[src/rtl/denoise_pkg.sv]
// ---------------------------------------------------------------------------
// denoise_pkg
// Shared definitions for the denoise pipeline blocks.
//   - collector_state_t : outlier_collector FSM states (IDLE/RUN/FLUSH/DONE)
//   - DEFAULT_N            : default index / address / counter width
//   - DEFAULT_MAX_OUTLIERS : default result RAM depth
// ---------------------------------------------------------------------------
package denoise_pkg;

  localparam int DEFAULT_N            = 16;
  localparam int DEFAULT_MAX_OUTLIERS = 4096;

  typedef enum logic [1:0] {
    ST_IDLE  = 2'd0,
    ST_RUN   = 2'd1,
    ST_FLUSH = 2'd2,
    ST_DONE  = 2'd3
  } collector_state_t;

endpackage

[src/rtl/outlier_collector_fifo_pop_stage.sv]
// ---------------------------------------------------------------------------
// fifo_pop_stage
// Pops a standard (non-FWFT) FIFO and presents a valid/data pair one cycle
// after each pop request.
// Ports:
//   clock, reset  : rising-edge clock, asynchronous active-high reset
//   run           : collector is in RUN; popping is allowed
//   fifo_empty    : FIFO empty flag
//   fifo_dout     : FIFO read data (valid the cycle after fifo_rd_en)
//   fifo_rd_en    : FIFO pop request (combinational)
//   pop_valid     : pop_data carries a popped index this cycle (rd_v)
//   pop_data      : popped index
// ---------------------------------------------------------------------------
module fifo_pop_stage #(
  parameter int N = 16
) (
  input  logic         clock,
  input  logic         reset,
  input  logic         run,
  input  logic         fifo_empty,
  input  logic [N-1:0] fifo_dout,
  output logic         fifo_rd_en,
  output logic         pop_valid,
  output logic [N-1:0] pop_data
);

  logic rd_v_reg;

  // Pop every cycle that data exists; the upstream controller never stalls.
  assign fifo_rd_en = run && !fifo_empty;

  always_ff @(posedge clock or posedge reset) begin
    if (reset) begin
      rd_v_reg <= 1'b0;
    end else begin
      rd_v_reg <= fifo_rd_en;
    end
  end

  // The FIFO's own output register is the data half of this stage: its
  // dout is stable for exactly the cycle in which rd_v is high.
  assign pop_valid = rd_v_reg;
  assign pop_data  = fifo_dout;

endmodule

[src/rtl/outlier_collector.sv]
// ---------------------------------------------------------------------------
// outlier_collector
// Drains the validation controller's outlier FIFO into a result RAM, counts
// the entries, and signals completion once the controller is done and the
// FIFO and read pipeline are empty.
// Ports:
//   clock, reset      : rising-edge clock, asynchronous active-high reset
//   start             : one-cycle pulse, accepted in IDLE or DONE only
//   ctrl_done         : controller finished validation (level)
//   point_cloud_size  : cloud size, used only by the optional range check
//   fifo_dout/empty   : FIFO read port inputs
//   fifo_rd_en        : FIFO pop request
//   mem_we/addr/wdata : registered result RAM write port
//   outlier_count     : number of entries written
//   busy, done        : RUN/FLUSH, DONE
//   overflow          : sticky, an entry was dropped because the RAM was full
//   range_err         : sticky, an index >= point_cloud_size was seen
// Build option:
//   OUTLIER_COLLECTOR_RANGE_CHECK_EN : drop out-of-range indices and flag
//   range_err; when undefined, range_err is tied low.
// ---------------------------------------------------------------------------
module outlier_collector
  import denoise_pkg::*;
#(
  parameter int N            = DEFAULT_N,
  parameter int MAX_OUTLIERS = DEFAULT_MAX_OUTLIERS
) (
  input  logic           clock,
  input  logic           reset,
  input  logic           start,
  input  logic           ctrl_done,
  input  logic [2*N-1:0] point_cloud_size,
  input  logic [N-1:0]   fifo_dout,
  input  logic           fifo_empty,
  output logic           fifo_rd_en,
  output logic           mem_we,
  output logic [N-1:0]   mem_addr,
  output logic [N-1:0]   mem_wdata,
  output logic [N-1:0]   outlier_count,
  output logic           busy,
  output logic           done,
  output logic           overflow,
  output logic           range_err
);

  // Counter is one bit wider than N so MAX_OUTLIERS == 2^N is representable.
  localparam logic [N:0] MAX_L = (N+1)'(MAX_OUTLIERS);
  localparam logic [N:0] ONE_L = {{N{1'b0}}, 1'b1};

  collector_state_t state_reg, state_next;

  logic         pop_valid;
  logic [N-1:0] pop_data;

  logic [N:0]   count_reg;
  logic         mem_we_reg;
  logic [N-1:0] mem_addr_reg;
  logic [N-1:0] mem_wdata_reg;
  logic         overflow_reg;

  logic start_accept;
  logic in_range;
  logic has_room;
  logic accept;
  logic drop_full;

  // ---------------------------------------------------------------------
  // Stage 1: FIFO pop and rd_v register
  // ---------------------------------------------------------------------
  fifo_pop_stage #(
    .N (N)
  ) u_pop (
    .clock      (clock),
    .reset      (reset),
    .run        (state_reg == ST_RUN),
    .fifo_empty (fifo_empty),
    .fifo_dout  (fifo_dout),
    .fifo_rd_en (fifo_rd_en),
    .pop_valid  (pop_valid),
    .pop_data   (pop_data)
  );

  // ---------------------------------------------------------------------
  // FSM
  // ---------------------------------------------------------------------
  always_ff @(posedge clock or posedge reset) begin
    if (reset) begin
      state_reg <= ST_IDLE;
    end else begin
      state_reg <= state_next;
    end
  end

  always_comb begin
    state_next   = state_reg;
    start_accept = 1'b0;
    unique case (state_reg)
      ST_IDLE: begin
        if (start) begin
          state_next   = ST_RUN;
          start_accept = 1'b1;
        end
      end
      ST_RUN: begin
        // Leave only once nothing is queued and nothing is in flight, so
        // every popped index reaches stage 2 before DONE.
        if (ctrl_done && fifo_empty && !pop_valid) begin
          state_next = ST_FLUSH;
        end
      end
      ST_FLUSH: begin
        // One cycle for the final registered write to retire.
        state_next = ST_DONE;
      end
      ST_DONE: begin
        if (start) begin
          state_next   = ST_RUN;
          start_accept = 1'b1;
        end
      end
      default: begin
        state_next = ST_IDLE;
      end
    endcase
  end

  // ---------------------------------------------------------------------
  // Stage 2: accept / drop decision
  // ---------------------------------------------------------------------
`ifdef OUTLIER_COLLECTOR_RANGE_CHECK_EN
  assign in_range = ({{N{1'b0}}, pop_data} < point_cloud_size);
`else
  assign in_range = 1'b1;
  wire unused_point_cloud_size = ^point_cloud_size;
`endif

  assign has_room  = (count_reg < MAX_L);
  assign accept    = pop_valid && in_range && has_room;
  assign drop_full = pop_valid && in_range && !has_room;

  always_ff @(posedge clock or posedge reset) begin
    if (reset) begin
      mem_we_reg    <= 1'b0;
      mem_addr_reg  <= '0;
      mem_wdata_reg <= '0;
      count_reg     <= '0;
      overflow_reg  <= 1'b0;
    end else begin
      mem_we_reg <= accept;
      if (accept) begin
        mem_addr_reg  <= count_reg[N-1:0];
        mem_wdata_reg <= pop_data;
      end
      // start is only accepted in IDLE/DONE, where the pipe is empty, so a
      // clear never collides with a write.
      if (start_accept) begin
        count_reg    <= '0;
        overflow_reg <= 1'b0;
      end else begin
        if (accept) begin
          count_reg <= count_reg + ONE_L;
        end
        if (drop_full) begin
          overflow_reg <= 1'b1;
        end
      end
    end
  end

`ifdef OUTLIER_COLLECTOR_RANGE_CHECK_EN
  logic range_err_reg;

  always_ff @(posedge clock or posedge reset) begin
    if (reset) begin
      range_err_reg <= 1'b0;
    end else if (start_accept) begin
      range_err_reg <= 1'b0;
    end else if (pop_valid && !in_range) begin
      range_err_reg <= 1'b1;
    end
  end

  assign range_err = range_err_reg;
`else
  assign range_err = 1'b0;
`endif

  // ---------------------------------------------------------------------
  // Outputs
  // ---------------------------------------------------------------------
  assign mem_we        = mem_we_reg;
  assign mem_addr      = mem_addr_reg;
  assign mem_wdata     = mem_wdata_reg;
  assign outlier_count = count_reg[N-1:0];
  assign overflow      = overflow_reg;
  assign busy          = (state_reg == ST_RUN) || (state_reg == ST_FLUSH);
  assign done          = (state_reg == ST_DONE);

endmodule

[config.mk]
export PLATFORM = sky130hd
export DESIGN_NAME = outlier_collector
export DESIGN_NICKNAME = d
export VERILOG_FILES = /design/src/rtl/denoise_pkg.sv /design/src/rtl/outlier_collector_fifo_pop_stage.sv /design/src/rtl/outlier_collector.sv
export SDC_FILE = /design/constraint.sdc
export NUM_CORES = 1
export LEC_CHECK = 0
export CAP_MARGIN = 30
export CORE_MARGIN = 2
export CORE_UTILIZATION = 35
export DETAILED_ROUTE_END_ITERATION = 10
export PLACE_DENSITY = 0.78
export SYNTH_ARGS = -nofsm -noshare
export SYNTH_HDL_FRONTEND = slang
export SYNTH_SLANG_ARGS = --single-unit
[constraint.sdc]
create_clock -name clock -period 3.6 [get_ports clock]
set_clock_uncertainty 0.05 [all_clocks]
set_input_delay 0.9 -clock clock [delete_from_list [all_inputs] [get_ports clock]]
set_output_delay 0.9 -clock clock [all_outputs]
set_load 0.02 [all_outputs]
==> impl_metrics.toml <==
[outcome]
outcome = "finished, final reports clean"

[finish]
fin_util_pct = 48.39
num-fill-cells = 558
largest_reg_flops = 17
stdcell_count = 325
areaGrowthSynthToFinish_pct = 33.41
drive_gt1_share_pct = 15.32
antenna_cells = 0
nets = 304

[route]
drc = 0
ant_nets = 0
drt_iter0_markers = 81
wl_mm = 4.388
first_pass_iters = 4
viasPerCell = 4.831
wl_per_cell_um = 13.50
vias = 1570

[timing]
period_minus_slack_ps = 3047
fin_setup_tns_ps = 0
setup_violations = 0
fin_ws_ps = 553.2
report.final.slew_viol_count = 0
max_clock_freq_mhz = 328.2
rsz0062_at_grt = "no"
worstMarginPinSlew_ps = 808.8
finalHoldViolCount = 0
slew_headroom_pct = 45.89
min_period_over_period_pct = 84.63

[global_routing]
grt_max_degree = 38
first_global_vias = 1558
overflow = 0
antenna_found_initial = 0
track_usage_pct = 12.79
grt_pass1_wl_mm = 7.389

[power_and_ir_drop]
power.leakage_nw = 1.363
p_per_area_nw_per_um2 = 626.4
pwr-share-seq_pct = 42.2
combPwrFrac_pct = 41.5
p_sw_w = 0.0006532
max-vdd-ir-drop_uv = 411.2
power_frac_clock_pct = 16.3
swShare_pct = 33.94
p_int_w = 0.001272

[hold_path]
hp-class = "register to register"

[logic_synthesis]
synthTopCellsByArea = "dfrtp_1, mux2_2, buf_4, and2_1, o21ai_0"
synth_top_flop_cell = "dfrtp_1"
synth_top_area_share_pct = 58.66
netlist_instances = 188
synth_edf_count = 0
synth_common_cells = "dfrtp_1, mux2_2, buf_4"
yosysMostFrequentCell = "dfrtp_1"
syn-num-nets = 244
ys_warn_count = 0
ys_seq_elements = 54
synthArstFlopShare_pct = 100.0
avgSynthCellArea_um2 = 12.25
yosysSeqAreaShare_pct = 58.66
syn_area_um2 = 2303
ys_types = 30
yosys.area.top_type = "dfrtp_1"

[place]
place_ws_ps = 535.7
gp_congestion = 0.7143
hpwlAfterDp_mm = 3.164
dp_cells = 318
io_buffers = 73

[worst_setup_path]
crit_fanout = 2
cp-start-kind = "input port"
worstPathCellList = "clkdlybuf4s50_1, nor2b_1, clkdlybuf4s50_1"
cp_slowest_stage_delay_ps = 630
critPathSlowestCell = "clkdlybuf4s50_1"
required_ps = 2650
crit_arrival_ps = 2100
cpMostUsedCell = "clkdlybuf4s50_1"
crit_path_end_kind = "primary output"
critical_path_class = "input port to primary output"

[cts]
cts_tree = "yes"
clk_pin_slew_ps = 90
clockBufferDepth = 2
post_cts_buffers = 0
cts-htree-levels = 2
clock-sinks = 54
cts-root-buf = "clkbuf_8"
cts_resized = 0
clock_latency_ps = 290
cts_made_buffers = 5
hold_buffers = 0

[die]
die_area_um2 = 7246
start_util_pct = 36.28
core_area_um2 = 6350
num_io_pins = 107
die_h_um = 85.13
die_width_um = 85.13
num_rows = 29

[flow_run]
cap_violations = 0
## per-stage QoR
step / instance area (um2) / hold WS [ps] / power [W]
after floorplan: 2303 / 417.9 / 0.001277
after global placement: 2997 / 419.6 / 0.001614
after detailed placement: 2997 / 423.6 / 0.001637
after CTS: 3073 / 445.3 / 0.001957
after global routing: 3073 / 477.0 / 0.002050
final: 3073 / 441.4 / 0.001925
## layer usage
layer / global-route usage (%) / wire length (um)
met5: 0 / 0
met4: 4.040 / 74
met3: 3.988 / 199
met2: 21.02 / 2204
met1: 16.13 / 1910
## critical path: cells and delay by family
family	cells	cell delay, ps
buffers and inverters	2	1050
AND/OR/NAND/NOR	1	150
## cell type report
type	count	area (um2)	area share [%]
multi-input cells	105	777.0	25.28
repair buffers	75	745.7	24.27
well taps	77	96.34	3.135
inverters	7	26.28	0.8550
clock buffers	7	76.32	2.484
flip-flops and latches	54	1351	43.97
## cell families after synthesis
kind of cell	share of synthesized area, %
buffers and inverters	7.605
other	0.1628
adders and majority gates	1.630
and+or+nand+nor	12.49
DFF	58.66
xor gates and xnor gates	2.281
muxes	12.71
AOI/OAI and AO/OA	4.455
## power groups by stage
stage               Sequential [W]  Combinational, W  Clock, W
CTS                       0.000815          0.000812  0.000330
finish                    0.000812          0.000799  0.000313
floorplan                 0.000948          0.000329         0
detailed placement        0.000827          0.000810         0
global route              0.000831          0.000861  0.000359
global placement          0.000818          0.000797         0
## worst paths after layout
| check | start | endpoint | slack (ps) | cells after the start |
|---|---|---|---|---|
| max | fifo_empty | fifo_rd_en | 550 | 3 |
| max reg2reg | count_reg[12]$_DFFE_PP0P_ | mem_wdata[14]$_DFFE_PP0P_ | 1380 | 3 |
| min in group asynchronous | reset | mem_wdata[10]$_DFFE_PP0P_ | 840 | 2 |
| min | mem_addr[6]$_DFFE_PP0P_ | mem_addr[6]$_DFFE_PP0P_ | 440 | 2 |
| max in group asynchronous | reset | mem_wdata[8]$_DFFE_PP0P_ | 1860 | 3 |
| min reg2reg | mem_addr[6]$_DFFE_PP0P_ | mem_addr[6]$_DFFE_PP0P_ | 440 | 2 |
## cell usage in the layout, fill, tap and decap left out, types with 3 or more instances in the layout
master           netlist  final
a21oi_1                6      6
nand2_1                9      9
or3_1                  4      4
clkbuf_8               0      5
ha_1                   3      3
xor2_1                 5      5
o21ai_0               10     10
clkdlybuf4s50_1        0     73
dfrtp_1               54     54
inv_1                  7      6
mux2_2                26     26
and2_1                 9      9
nand3_1                4      4
nor2_1                 9      9
nand4_1                4      4
No activity file was read; power rests on OpenSTA's default activity.
